<file path="src/rtl/fetch_unit.sv">
// Instruction fetch stage: PC -> variable-latency imem -> IF/ID register, with skid, flush and HALT.
// Min 2 cycles per instruction; decode Stall parks a completed fetch in the skid register and holds PC.
module fetch_unit #(
   parameter int                 WIDTH       = 16,
   parameter logic [4:0]         HALT_OPCODE = 5'b00000,
   parameter logic [WIDTH-1:0]   NOP_INSTR   = 16'h0800
) (
   input  logic             clk,
   input  logic             rst,
   input  logic [WIDTH-1:0] PcAddr,
   input  logic             Stall,
   input  logic             Flush,
   input  logic [WIDTH-1:0] MemRdata,
   input  logic             MemDone,
   output logic [WIDTH-1:0] MemAddr,
   output logic             MemRd,
   output logic [WIDTH-1:0] Instr,
   output logic [WIDTH-1:0] PcPlus2,
   output logic             InstrValid,
   output logic             PcHold,
   output logic             Halted
);

   typedef enum logic [2:0] {
      S_ISSUE  = 3'd0,
      S_WAIT   = 3'd1,
      S_HOLD   = 3'd2,
      S_DRAIN  = 3'd3,
      S_HALTED = 3'd4
   } state_t;

   state_t           state, state_nxt;
   logic [WIDTH-1:0] req_addr;
   logic [WIDTH-1:0] skid;
   logic             load_req, load_skid, cap_mem, cap_skid, set_halt, clr_halt;
   logic             mem_is_halt, skid_is_halt;

   assign mem_is_halt  = (MemRdata[WIDTH-1 -: 5] == HALT_OPCODE);
   assign skid_is_halt = (skid[WIDTH-1 -: 5] == HALT_OPCODE);
   assign MemAddr      = req_addr;

   always_comb begin
      state_nxt = state;
      PcHold    = 1'b1;
      MemRd     = 1'b0;
      load_req  = 1'b0;
      load_skid = 1'b0;
      cap_mem   = 1'b0;
      cap_skid  = 1'b0;
      set_halt  = 1'b0;
      clr_halt  = 1'b0;
      case (state)
         S_ISSUE: begin
            if (Flush) begin
               PcHold = 1'b0;
            end else begin
               load_req  = 1'b1;
               state_nxt = S_WAIT;
            end
         end
         S_WAIT: begin
            MemRd = 1'b1;
            if (Flush) begin
               PcHold    = 1'b0;
               state_nxt = MemDone ? S_ISSUE : S_DRAIN;
            end else if (MemDone && Stall) begin
               load_skid = 1'b1;
               state_nxt = S_HOLD;
            end else if (MemDone) begin
               cap_mem   = 1'b1;
               PcHold    = 1'b0;
               set_halt  = mem_is_halt;
               state_nxt = mem_is_halt ? S_HALTED : S_ISSUE;
            end
         end
         S_HOLD: begin
            if (Flush) begin
               PcHold    = 1'b0;
               state_nxt = S_ISSUE;
            end else if (!Stall) begin
               cap_skid  = 1'b1;
               PcHold    = 1'b0;
               set_halt  = skid_is_halt;
               state_nxt = skid_is_halt ? S_HALTED : S_ISSUE;
            end
         end
         S_DRAIN: begin
            // Abandoned request must still complete before a new address is issued.
            MemRd = 1'b1;
            if (MemDone) state_nxt = S_ISSUE;
         end
         S_HALTED: begin
            if (Flush) begin
               clr_halt  = 1'b1;
               PcHold    = 1'b0;
               state_nxt = S_ISSUE;
            end
         end
         default: state_nxt = S_ISSUE;
      endcase
   end

   always_ff @(posedge clk or negedge rst) begin
      if (!rst) begin
         state    <= S_ISSUE;
         req_addr <= '0;
         skid     <= '0;
         Halted   <= 1'b0;
      end else begin
         state <= state_nxt;
         if (load_req)  req_addr <= PcAddr;
         if (load_skid) skid     <= MemRdata;
         if (set_halt)      Halted <= 1'b1;
         else if (clr_halt) Halted <= 1'b0;
      end
   end

   // Flush beats Stall; an idle, unstalled cycle inserts a bubble.
   always_ff @(posedge clk or negedge rst) begin
      if (!rst) begin
         Instr      <= NOP_INSTR;
         PcPlus2    <= '0;
         InstrValid <= 1'b0;
      end else if (Flush) begin
         Instr      <= NOP_INSTR;
         InstrValid <= 1'b0;
      end else if (cap_mem) begin
         Instr      <= MemRdata;
         PcPlus2    <= req_addr + WIDTH'(2);
         InstrValid <= 1'b1;
      end else if (cap_skid) begin
         Instr      <= skid;
         PcPlus2    <= req_addr + WIDTH'(2);
         InstrValid <= 1'b1;
      end else if (!Stall) begin
         Instr      <= NOP_INSTR;
         InstrValid <= 1'b0;
      end
   end

endmodule
</file>
<file path="config.mk">
export PLATFORM = sky130hd
export DESIGN_NAME = fetch_unit
export DESIGN_NICKNAME = d
export VERILOG_FILES = /design/src/rtl/fetch_unit.sv
export SDC_FILE = /design/constraint.sdc
export NUM_CORES = 1
export LEC_CHECK = 0
export CAP_MARGIN = 0
export CORE_MARGIN = 5
export CORE_UTILIZATION = 49
export CTS_BUF_LIST = sky130_fd_sc_hd__clkbuf_4
export DETAILED_ROUTE_END_ITERATION = 10
export PLACE_DENSITY = 0.89
export SYNTH_ARGS = -nofsm -noshare
export SYNTH_HDL_FRONTEND = slang
export SYNTH_SLANG_ARGS = --single-unit
</file>
<file path="constraint.sdc">
create_clock -name clk -period 2.2 [get_ports clk]
set_input_delay 0.44 -clock clk [delete_from_list [all_inputs] [get_ports clk]]
set_output_delay 0.44 -clock clk [all_outputs]
set_load 0.05 [all_outputs]
</file>
==> metrics.csv <==
stage,metric,value,unit
finish,final_cell_mix,"clkdlybuf4s50_1 (71), dfrtp_1 (66), nor2_1 (41)",
global_routing,grt_overflow,0,
clock_network,cts.clk_slew.worst_paths,0.11,ns
clock_network,clockRootBuffer,clkbuf_4,
route,wire_per_inst,17.8,µm
synth,muxShareOfSynthArea,0.118,
status,status,completed,
floorplan,die_h,89.9,µm
synth,synth-xor-area-share,0.0308,
sta,post-route-period-util,0.971,
worst_setup_path,r2r-start,state[1]$_DFFE_PN0P_,
route,drt_iter0_markers,239,
route,via_per_inst,5.63,
synth,syn_nets,302,
finish,layout_commonest_cell,clkdlybuf4s50_1,
sta,hold_viol,0,
synth,yosys.area_share.simple,0.140,
floorplan,ios,89,
power,power_leakage,0.00189,µW
route,drtAntennaViolNets,0,
sta,fmax,468,MHz
placed_design,port_buffers,88,
synth,yosysWarningCount,0,
placed_design,place_hpwl,5.74,mm
placed_design,place.gp.congestion,0.862,
route,dr.pass1.iters,5,
global_routing,grt_max_degree,48,
worst_setup_path,crit_type,reg2out,
synth,synth_area_per_cell,11.9,µm²
finish,nNetsFinal,404,
sta,relSlewSlack,0.604,
finish,drive_above_1_share,0.218,
clock_network,htree_levels,3,
clock_network,clockBufferDepth,2,
sta,period_minus_slack,2.14,ns
worst_setup_path,crit_arrival,1.70,ns
sta,rsz0062_at_grt,false,
route,drc_errors,0,
floorplan,num_rows,29,
synth,synth_area,3130,µm²
global_routing,grt_pass1_wl,13.3,mm
sta,setup_ws,0.0647,ns
worst_setup_path,cp_slowest_stage_delay,0.84,ns
worst_setup_path,critPathBufInv,1,
clock_network,clock-sinks,69,
global_routing,grt_use_total,0.204,
route,routed_wl,7.96,mm
worst_setup_path,reg2regPathDepth,6,
sta,fin_worst_skew,0.0110,ns
power,power.density,1410,nW/µm²
worst_setup_path,startpoint,MemAddr[6]$_DFFE_PN0P_,
synth,synthCells,264,
synth,ys_types,46,
worst_setup_path,reg2reg_slack,0.34,ns
sta,maxSlewViolCount,0,
clock_network,clk_latency,0.41,ns
flow_run,drv_cap,0,
sta,final-setup-viol-count,0,
finish,syn_to_final_growth,39.7,%
power,vdd_ir_drop_max,0.000954,V
synth,synth-compound-area-share,0.114,
worst_setup_path,cp_top_family,buffers and inverters,
worst_setup_path,critPathSlowestCell,clkdlybuf4s50_1,
synth,async_reset_ff_frac,1.00,
floorplan,fp.dieW,89.9,µm
floorplan,initial_utilization,0.499,
synth,ys_seq_elements,69,
synth,synthAdderAreaFrac,0.00400,
worst_setup_path,start_kind,flop,
synth,synth_top_family_by_area,simple AND/OR/NAND/NOR gates,
worst_setup_path,crit_chain,clkdlybuf4s50_1,
route,vias,2524,
placed_design,dpl_worst_slack,-0.125,ns
synth,synth-main-ff-cell,dfrtp_1,
synth,seq_area_frac_synth,0.552,
floorplan,die_area,8080,µm²
hold_path,hp-class,reg2reg,
worst_setup_path,end_kind,output port,
finish,final_core_util,0.696,
clock_network,cts_tree,built,
sta,worst_slew_pin_slew,0.588,ns
global_routing,grt_pass1_vias,2605,
global_routing,antenna_found_initial,0,
worst_setup_path,crit_fanout,5,
synth,synth_edf_count,0,
worst_setup_path,endpoint,MemAddr[6],
worst_setup_path,reg2reg_to,PcPlus2[11]$_DFFE_PN0P_,
finish,antenna_cells,0,
floorplan,core,6280,µm²
worst_setup_path,crit_required,1.76,ns
worst_setup_path,worst-path-stages,1,
clock_network,numCtsBuffers,9,
[worst min-delay path by stage]
| stage | start | endpoint | slack [ns] | depth (start not counted) |
|---|---|---|---|---|
| 2_1_floorplan | rst | Halted$_DFFE_PN0P_ | 0.14 | 0 |
| 5_1_grt | InstrValid$_DFFE_PN0P_ | InstrValid$_DFFE_PN0P_ | 0.52 | 1 |
| 4_1_cts | InstrValid$_DFFE_PN0P_ | InstrValid$_DFFE_PN0P_ | 0.50 | 1 |
| 3_3_place_gp | rst | Instr[7]$_DFFE_PN0P_ | 0.44 | 1 |
| 6_report | InstrValid$_DFFE_PN0P_ | InstrValid$_DFFE_PN0P_ | 0.49 | 1 |
| 3_5_place_dp | rst | Instr[10]$_DFFE_PN0P_ | 0.45 | 1 |
[cell usage after synthesis, types with 2 or more instances]
cell	count	area share
nor4_4	2	0.014
buf_6	2	0.0072
a21oi_1	12	0.019
mux2i_1	2	0.0064
mux2_2	31	0.11
nand3_1	4	0.0064
xnor2_1	10	0.028
nor2_1	41	0.049
nand4_1	3	0.0060
nor4_1	3	0.0060
a31oi_1	3	0.0060
dfrtp_1	68	0.54
clkbuf_1	4	0.0048
or4_1	3	0.0072
o21ai_0	3	0.0048
nor2b_1	2	0.0040
nand2_1	10	0.012
a222oi_1	16	0.051
inv_1	8	0.0096
buf_4	4	0.0096
buf_2	5	0.0080
nor3_1	4	0.0064
[cell type report]
class	instances	area [µm²]
multi-input cells	171	1290
well taps	77	96.3
flip-flops and latches	69	1730
clock buffers	9	67.6
clock inverters	7	66.3
fillers	468	1910
inverters	8	30.0
repair buffers	107	1090
[stage by stage]
stage               area [µm²]  setup TNS, ns  total power, µW  std cells  hold WS [ns]
floorplan                 3130              0             4230        264         0.144
CTS                       4310              0             6170        445         0.495
finish                    4370              0             6170        448         0.489
detailed placement        4160         -0.145             5380        428         0.454
global route              4370              0             6510        448         0.515
global placement          4160        -0.0397             5280        428         0.440
[metal layers]
metal | vias up | wire length [µm] | global-route usage
met2 | 81 | 4130 | 0.330
met3 | 12 | 378 | 0.0401
li1 | 1175 | - | -
met5 | - | 0 | 0
met1 | 1256 | 3310 | 0.263
met4 | 0 | 139 | 0.0980
[registers in the layout, summed over array words and instances (netlist names)]
register / count
Instr: 16
MemAddr: 16
PcPlus2: 16
skid: 16
state: 3
Halted: 1
InstrValid: 1
[kinds of logic after synthesis]
group,count (synthesis)
simple gates,82
flops,69
fa+ha+maj,1
xor+xnor,11
compound gates,44
buf+inv,24
mux,33
[what timing repair did]
action                                 CTS  global route
hold buffers                             1             0
buffers inserted                         0             3
endpoints found under the hold margin   19             0
gates resized for setup                  7            13
setup endpoints to repair                4            10
[report_power, final]
part           switching (µW)  internal [µW]
combinational            1960           1220
clock                     455            338
sequential                453           1750
(Power assumes the default switching activity.)
